**src/rtl/div_unit_if.sv**
```systemverilog
// Divider request/response bundle between the EX stage and div_unit.
//   signed_div : 1 = DIV (signed), 0 = DIVU; sampled with start
//   opdata1    : dividend; sampled with start
//   opdata2    : divisor; sampled with start
//   start      : request, held high by EX until ready is seen
//   annul      : cancel the operation in flight (flush/exception)
//   result     : {remainder, quotient}; upper half to HI, lower half to LO
//   ready      : result valid
// master = EX stage, slave = divider.
interface div_unit_if #(
    parameter int unsigned DATA_W = 32
);
    logic                  signed_div;
    logic [DATA_W-1:0]     opdata1;
    logic [DATA_W-1:0]     opdata2;
    logic                  start;
    logic                  annul;
    logic [2*DATA_W-1:0]   result;
    logic                  ready;

    modport master (
        output signed_div,
        output opdata1,
        output opdata2,
        output start,
        output annul,
        input  result,
        input  ready
    );

    modport slave (
        input  signed_div,
        input  opdata1,
        input  opdata2,
        input  start,
        input  annul,
        output result,
        output ready
    );
endinterface

```
**src/rtl/div_unit.sv**
```systemverilog
// Multi-cycle radix-2 restoring divider for DIV/DIVU, one quotient bit per clock.
//   clk   : clock, all state updates on the rising edge
//   reset : asynchronous active-low reset
//   bus   : div_unit_if slave (operands, start/annul in; result/ready out)
// Signed operands are divided as magnitudes; quotient/remainder signs are
// restored at the end (truncating division, remainder follows the dividend).
module div_unit #(
    parameter int unsigned DATA_W = 32
) (
    input  logic       clk,
    input  logic       reset,
    div_unit_if.slave  bus
);

    localparam int unsigned CntW = $clog2(DATA_W + 1);

    typedef enum logic [1:0] {
        StFree,
        StByZero,
        StOn,
        StEnd
    } state_e;

    state_e                state_q, state_d;
    logic [CntW-1:0]       cnt_q, cnt_d;
    logic [DATA_W-1:0]     rem_q, rem_d;     // partial remainder
    logic [DATA_W-1:0]     dvd_q, dvd_d;     // dividend, shifts out as quotient shifts in
    logic [DATA_W-1:0]     dvs_q, dvs_d;     // divisor magnitude
    logic                  neg_q_q, neg_q_d;
    logic                  neg_r_q, neg_r_d;
    logic [2*DATA_W-1:0]   result_q, result_d;
    logic                  ready_q, ready_d;

    logic                  sign1, sign2;
    logic [DATA_W-1:0]     mag1, mag2;
    logic [DATA_W:0]       trial;            // extra bit catches the bit shifted out of rem
    logic                  borrow;
    logic [DATA_W-1:0]     quot_fin, rem_fin;

    assign sign1 = bus.signed_div & bus.opdata1[DATA_W-1];
    assign sign2 = bus.signed_div & bus.opdata2[DATA_W-1];
    assign mag1  = sign1 ? -bus.opdata1 : bus.opdata1;
    assign mag2  = sign2 ? -bus.opdata2 : bus.opdata2;

    // rem < divisor is invariant, so the shifted remainder minus divisor fits in
    // DATA_W bits when it does not borrow; bit DATA_W is the borrow.
    assign trial  = {rem_q, dvd_q[DATA_W-1]} - {1'b0, dvs_q};
    assign borrow = trial[DATA_W];

    assign quot_fin = neg_q_q ? -dvd_q : dvd_q;
    assign rem_fin  = neg_r_q ? -rem_q : rem_q;

    always_ff @(posedge clk or negedge reset) begin
        if (!reset) begin
            state_q  <= StFree;
            cnt_q    <= '0;
            rem_q    <= '0;
            dvd_q    <= '0;
            dvs_q    <= '0;
            neg_q_q  <= 1'b0;
            neg_r_q  <= 1'b0;
            result_q <= '0;
            ready_q  <= 1'b0;
        end else begin
            state_q  <= state_d;
            cnt_q    <= cnt_d;
            rem_q    <= rem_d;
            dvd_q    <= dvd_d;
            dvs_q    <= dvs_d;
            neg_q_q  <= neg_q_d;
            neg_r_q  <= neg_r_d;
            result_q <= result_d;
            ready_q  <= ready_d;
        end
    end

    always_comb begin
        state_d  = state_q;
        cnt_d    = cnt_q;
        rem_d    = rem_q;
        dvd_d    = dvd_q;
        dvs_d    = dvs_q;
        neg_q_d  = neg_q_q;
        neg_r_d  = neg_r_q;
        result_d = result_q;
        ready_d  = ready_q;

        unique case (state_q)
            StFree: begin
                ready_d  = 1'b0;
                result_d = '0;
                if (bus.start && !bus.annul) begin
                    if (bus.opdata2 == '0) begin
                        state_d = StByZero;
                    end else begin
                        state_d = StOn;
                        dvd_d   = mag1;
                        dvs_d   = mag2;
                        neg_q_d = sign1 ^ sign2;
                        neg_r_d = sign1;
                        cnt_d   = '0;
                        rem_d   = '0;
                    end
                end
            end

            StByZero: begin
                state_d  = StEnd;
                result_d = '0;
                ready_d  = 1'b1;
            end

            StOn: begin
                if (bus.annul) begin
                    state_d  = StFree;
                    result_d = '0;
                    ready_d  = 1'b0;
                end else if (cnt_q == CntW'(DATA_W)) begin
                    state_d  = StEnd;
                    result_d = {rem_fin, quot_fin};
                    ready_d  = 1'b1;
                end else begin
                    rem_d = borrow ? {rem_q[DATA_W-2:0], dvd_q[DATA_W-1]}
                                   : trial[DATA_W-1:0];
                    dvd_d = {dvd_q[DATA_W-2:0], ~borrow};
                    cnt_d = cnt_q + 1'b1;
                end
            end

            StEnd: begin
                if (!bus.start) begin
                    state_d  = StFree;
                    result_d = '0;
                    ready_d  = 1'b0;
                end
            end

            default: begin
                state_d  = StFree;
                result_d = '0;
                ready_d  = 1'b0;
            end
        endcase
    end

    assign bus.result = result_q;
    assign bus.ready  = ready_q;

endmodule

```
**src/flat_wrapper.sv**
```systemverilog
// flat-port wrapper written by rule: the top's interface ports become plain ports
module div_unit_flat 
#(
    parameter int unsigned DATA_W = 32
)
  (clk, reset, bus_signed_div, bus_opdata1, bus_opdata2, bus_start, bus_annul, bus_result, bus_ready);
  div_unit_if #(.DATA_W(DATA_W)) bus_i ();
  input  logic clk;
  input  logic reset;
  input wire logic [$bits(bus_i.signed_div)-1:0] bus_signed_div;
  input wire logic [$bits(bus_i.opdata1)-1:0] bus_opdata1;
  input wire logic [$bits(bus_i.opdata2)-1:0] bus_opdata2;
  input wire logic [$bits(bus_i.start)-1:0] bus_start;
  input wire logic [$bits(bus_i.annul)-1:0] bus_annul;
  output wire logic [$bits(bus_i.result)-1:0] bus_result;
  output wire logic [$bits(bus_i.ready)-1:0] bus_ready;
  assign bus_i.signed_div = bus_signed_div;
  assign bus_i.opdata1 = bus_opdata1;
  assign bus_i.opdata2 = bus_opdata2;
  assign bus_i.start = bus_start;
  assign bus_i.annul = bus_annul;
  assign bus_result = bus_i.result;
  assign bus_ready = bus_i.ready;
  div_unit #(.DATA_W(DATA_W)) u_core (.clk(clk), .reset(reset), .bus(bus_i));
endmodule
```
**config.mk**
```make
export PLATFORM = sky130hd
export DESIGN_NAME = div_unit_flat
export DESIGN_NICKNAME = d
export VERILOG_FILES = /design/src/rtl/div_unit_if.sv /design/src/rtl/div_unit.sv /design/src/flat_wrapper.sv
export SDC_FILE = /design/constraint.sdc
export NUM_CORES = 1
export LEC_CHECK = 0
export ABC_CLOCK_PERIOD_IN_PS = 3400
export BUFFER_PORTS_ARGS = -buffer_cell sky130_fd_sc_hd__buf_2
export CAP_MARGIN = 20
export CORE_UTILIZATION = 54
export DETAILED_ROUTE_END_ITERATION = 12
export PLACE_DENSITY = 0.85
export REMOVE_ABC_BUFFERS = 1
export SETUP_SLACK_MARGIN = 0.15
export SLEW_MARGIN = 40
export SYNTH_ARGS = -nofsm -noshare
export SYNTH_HDL_FRONTEND = slang
export SYNTH_SLANG_ARGS = --single-unit
```
**constraint.sdc**
```tcl
create_clock -name clk -period 3.4 [get_ports clk]
set_input_delay 0.68 -clock clk [delete_from_list [all_inputs] [get_ports clk]]
set_output_delay 0.68 -clock clk [all_outputs]
set_load 0.005 [all_outputs]
```
* Yosys cells after proc, flatten, opt, wreduce, memory -nomap -nowiden
Index checks and enable logic that the tools add are counted.
** Word-level totals
- Bits in registers :: 171
- Bits in latches :: 0
- Bits in writable memories :: 0
- Memory bits (read-only) :: 0
- Input bits :: 69
- Output and inout bits :: 65
- Logic and storage cells :: 74
- Memories :: 0
** Cells by class
- Add/subtract/negate cells :: 6
- Multipliers :: 0
- Divide/modulo/power cells :: 0
- $lt $le $gt $ge :: 0
- Eq/ne operators :: 10
- Shift operators :: 0
- Multiplexer cells :: 34
- Bitwise logic cells :: 5
- Reduce and logical (&&, ||, !) cells :: 10
** Operators by type and width (number)
- $mux 32 :: 13
- $mux 64 :: 3
- $pmux 64 s3 :: 1
- $neg 32->32 :: 4
- $pmux 32 s2 :: 2
- $sub 33x32->33 :: 1
- $logic_not 32->1 :: 1
- $mux 6 :: 4
- $pmux 6 s2 :: 1
- $mux 2 :: 5
- $ne 2x2->1 const B :: 4
- $pmux 2 s4 :: 1
- $add 6x1->6 const B :: 1
- $eq 6x6->1 const B :: 1
- $reduce_and 3->1 :: 2
- $reduce_and 5->1 :: 1
- $eq 2x2->1 const B :: 2
- $pmux 1 s4 :: 1
- $mux 1 :: 3
- $ne 3x2->1 const B :: 1
- $and 1x1->1 :: 2
- $eq 2x1->1 const B :: 1
- $logic_not 2->1 :: 1
- $ne 2x1->1 const B :: 1
- other kinds (7) :: 8

* Logic depth before layout (Yosys ltp)
- Depth in word-level cells :: 5
- Gate-level depth with buffers :: 13
- Gate-level depth less buffers :: 12

* Least setup slack after synthesis
Ideal clock, no wire load.
- Path type :: reg-to-reg
- From :: register u_core.rem_q[8]
- To :: register u_core.result_q[63] (netlist: u_core.bus.result[63])
- Library setup time :: 0.129 ns
- Data arrival time :: 3.392 ns
- Data required time :: 3.271 ns
- Path slack :: -0.121 ns
- Cell stages (with the launch flop) :: 10
- Buffers on the path :: 0
- Clock period less this slack :: 3.521 ns
- Cells stage by stage :: dfrtp_1 > or4_4 > or3_4 > or4_4 > or4_1 > or4_4 > or3_4 > o31ai_4 > xor2_1 > o21ai_1
** Between the ends
- Cells in the longest elaborated chain, start to end :: 5
** Ends and longest elaborated chain
- from (decl) :: line div_unit.sv:26 : logic [DATA_W-1:0] rem_q, rem_d;
- from (signal assigned) :: line div_unit.sv:67 : rem_q <= rem_d;
- $neg 32->32 :: line div_unit.sv:51 : assign rem_fin = neg_r_q ? -rem_q : rem_q;
- $mux 32 :: line div_unit.sv:51
- $mux 64 :: line div_unit.sv:118 : end else if (cnt_q == CntW'(DATA_W)) begin
- $mux 64 :: line div_unit.sv:114 : if (bus.annul) begin
- $pmux 64 s3 :: line div_unit.sv:88 : unique case (state_q)
- to (signal assigned) :: line div_unit.sv:72 : result_q <= result_d;
- to (decl) :: line div_unit.sv:31 : logic [2*DATA_W-1:0] result_q, result_d;
Every way passes these cells. The select of a mux whose other input is x is not followed.
A chain may end at the register's enable or synchronous reset.

* Final worst setup path
- From :: register u_core.rem_q[10]
- To :: register u_core.result_q[63] (netlist: u_core.bus.result[63])
Same word-level chain as after synthesis.

==> reports/metrics.csv <==
stage,metric,value,unit
clock_network,Root Driver,clkbuf_16,
synthesis,Netlist cell types,52,
critical_path,CP Launch Type,flip-flop,
pwr,Sw Ratio,42.8,%
global_route,largest net degree at the start of global routing,66,
pwr,Worst VDD drop,0.402,mV
critical_path,Reg2Reg Setup Slack,-0.13,ns
placement,input/output buffers,133,
finish,Area Overhead vs Synth,19.3,%
timing,fin crit share,104,%
critical_path,worst endpoint data arrival time,3.83,ns
synthesis,biggest area consumer among synthesized cells,dfrtp_1,
route,Final ANT Viol Nets,0,
route,vias,10400,
placement,placed insts,1717,
timing,max-slew violations,0,
finish,share of cells above drive strength 1,18.7,%
finish,Ant. Diodes,0,
pwr,LEAKAGE,6.08,nW
floorplanning,initial core utilization,55.8,%
route,Residual DRC,0,
global_route,number of global-route vias before repair,9555,
timing,Post-Route Hold Slack,0.200,ns
synthesis,Synth Instances,1330,
clock_network,H-tree depth,4,
route,routed wire length,29100,um
timing,worst rel slew slack,51.8,%
pwr,PwrDens,761,nW/um^2
pwr,clock power share,19.1,%
floorplanning,Die H,145,um
flow_run,Max-Cap Viols,0,
synthesis,yosys warns,0,
outcome,status,"finished, violations left",
global_route,initial antenna violation count,0,
pwr,P_int,5.73,mW
route,post-DR wirelength/cell,16.5,um
critical_path,"Req. time, crit path",3.70,ns
critical_path,nature of the critical path endpoint,flip-flop,
pwr,total power draw,10.0,mW
global_route,gr usage total,27.2,%
route,1st-iter DRT viols,780,
synthesis,fraction of registers with async set/reset,100,%
clock_network,CTS tree,yes,
clock_network,clock sink count,171,
clock_network,clk slew on worst S/H paths,0.07,ns
synthesis,Post-synth EDFFs,0,
outcome,violated checks,negative setup slack,
floorplanning,die area,21000,um^2
placement,detailed placer's ending HPWL,20500,um
route,DRT Pass-1 Iters,6,
synthesis,prevailing post-synth register cell,dfrtp_1,
pwr,switching power,4.30,mW
timing,clk_skew,0.00701,ns
clock_network,hold_buf cts,0,
synthesis,#FFs+latches synth,171,
finish,multi-input combinational cell area,6420,um^2
finish,fin nets,1594,
floorplanning,site row count,51,
timing,Worst-Margin Slew,0.722,ns
clock_network,maximum clock path buffer count,2,
synthesis,largest cells by area after synthesis,"dfrtp_1, o21ai_0, nand2_1",
clock_network,TritonCTS Buffers,17,
floorplanning,die span in x,145,um
synthesis,Mapped Avg Cell Area,8.30,um^2
global_route,total gr overflow,0,
synthesis,area of the mapped netlist,11000,um^2
route,vias per cell,5.92,
finish,Register Area,4280,um^2
timing,RSZ-0062 raised after global routing,true,
synthesis,Synth top area share,38.8,%
worst_hold_path,worst min path class,input pin to async pin,
synthesis,sequential element share of the synthesized area,38.8,%
finish,post-layout utilization of the core,66.6,%
pwr,Reg power frac,31.7,%
timing,final-report setup violation count,4,
floorplanning,I/O pin count,134,
timing,Final min period,3.53,ns
pwr,Combinational Power Share,49.3,%
critical_path,kind of critical path,flip-flop to flip-flop,
global_route,first-pass GRT wire length,46700,um
placement,Final Wtd Congestion,0.918,
floorplanning,core area,19800,um^2
timing,setup ws final,-0.128,ns
timing,Fin. Hold Viols,0,
timing,maximum clock frequency,283,MHz
finish,fill count,1599,
critical_path,crit-path max FO,2,
clock_network,Clock Latency Late Sink,0.44,ns
finish,final cell count without fillers,1760,
worst max-delay path: stages (launching register included):
cell     delay [ns]
dfrtp_1        0.38
or4_4          0.54
or3_4          0.35
or4_4          0.49
or4_4          0.43
or4_4          0.43
or3_4          0.36
o31ai_4        0.18
xor2_1         0.17
o21ai_1        0.07
state kept, by name (all words and copies together), names as in the netlist:
name and count:
u_core.bus.ready 1, u_core.rem_q 32, u_core.dvs_q 32, u_core.dvd_q 32, u_core.state_q 2, u_core.cnt_q 6
u_core.neg_q_q 1, u_core.bus.result 64, u_core.neg_r_q 1
through the flow:
step / instance area, um^2 / setup slack (ns) / TNS, ns
6_report: 13200 / -0.128 / -0.228
5_1_grt: 13200 / -0.198 / -0.623
4_1_cts: 13000 / -0.138 / -0.257
3_5_place_dp: 12400 / -0.146 / -0.327
3_3_place_gp: 12400 / -0.105 / -0.112
2_1_floorplan: 10800 / -1.21 / -141.06
kinds of logic (layout without fill, tap and decap cells):
group           Yosys count  after routing  synth area share (%)
simple gates            432            432                  18.0
compound gates          404            404                  21.9
flops                   171            171                  38.8
xor+xnor                143            143                  11.3
buf+inv                 129            294                  4.39
fa+ha+maj                43             43                  4.94
mux                       8              8                 0.748
layout by cell type (no fill, tap or decap), types with 7 or more instances in the layout:
cell type,count
o31ai_1,31
o311ai_0,8
or3_1,18
o41ai_1,10
nor3_1,18
a21o_1,12
nand2_1,204
xor2_1,84
nand2b_1,7
xnor2_1,57
nor2_1,73
buf_12,8
o21ai_0,173
clkbuf_16,19
dfrtp_1,170
buf_4,60
a32oi_1,9
nor4_1,14
nand3_1,38
a21oi_1,97
o311ai_1,11
ha_1,39
inv_1,58
buf_2,132
a31oi_1,9
nor2b_1,8
or2_2,7
nand4_1,8
Yosys cell counts, types with 9 or more instances:
cell        n
nand3_1    38
a32oi_1     9
a21o_1     13
o21ai_0   179
nor3_1     19
a21oi_1    99
or3_1      18
dfrtp_1   171
nand2_1   205
o31ai_1    33
inv_1      58
o41ai_1    10
nor2_1     73
xnor2_1    58
xor2_1     85
o311ai_0   22
a31oi_1     9
ha_1       42
nor4_1     16
clkbuf_1   64
or4_1       9
per-layer routing:
metal	wire (um)	GRT usage [%]	up-vias
li1	-	-	4998
met1	12300	36.7	4898
met2	14100	45.0	458
met3	2130	3.87	68
met4	658	8.51	0
met5	0	0	-
what timing repair did:
| action | 4_1_cts | 5_1_grt |
|---|---|---|
| buffers inserted | 3 | 6 |
| pin swaps | 7 | 6 |
| endpoints found under the setup margin | 35 | 43 |
| resized for setup | 16 | 26 |
| cloned | 0 | 2 |
final timing paths:
path	cells past startpoint	to	start
setup / recovery	9	u_core.bus.result[63]	u_core.rem_q[10]
hold / removal	1	u_core.state_q[0]	reset
setup reg to reg	9	u_core.bus.result[63]	u_core.rem_q[10]
hold reg to reg	2	u_core.bus.result[28]	u_core.bus.result[28]
max in group asynchronous	2	u_core.rem_q[16]	reset
min in group clk	2	u_core.bus.result[28]	u_core.bus.result[28]
power by group through the flow:
stage	sequential (mW)	combinational, mW	clock [mW]
global placement	3.14	4.44	0
detailed placement	3.18	4.59	0
finish	3.17	4.94	1.91
CTS	3.15	4.79	1.93
global route	3.26	5.47	2.01
floorplan	3.12	3.08	0
cell type report:
| cell class | instances | share of cell area [%] |
|---|---|---|
| Inverter | 58 | 1.65 |
| Clock buffer | 18 | 3.33 |
| Clock inverter | 14 | 1.05 |
| Tap cell | 265 | 2.52 |
| Timing Repair Buffer | 204 | 10.2 |
| Sequential cell | 171 | 32.5 |
| Multi-Input combinational cell | 1030 | 48.7 |
(Power assumes the default switching activity.)
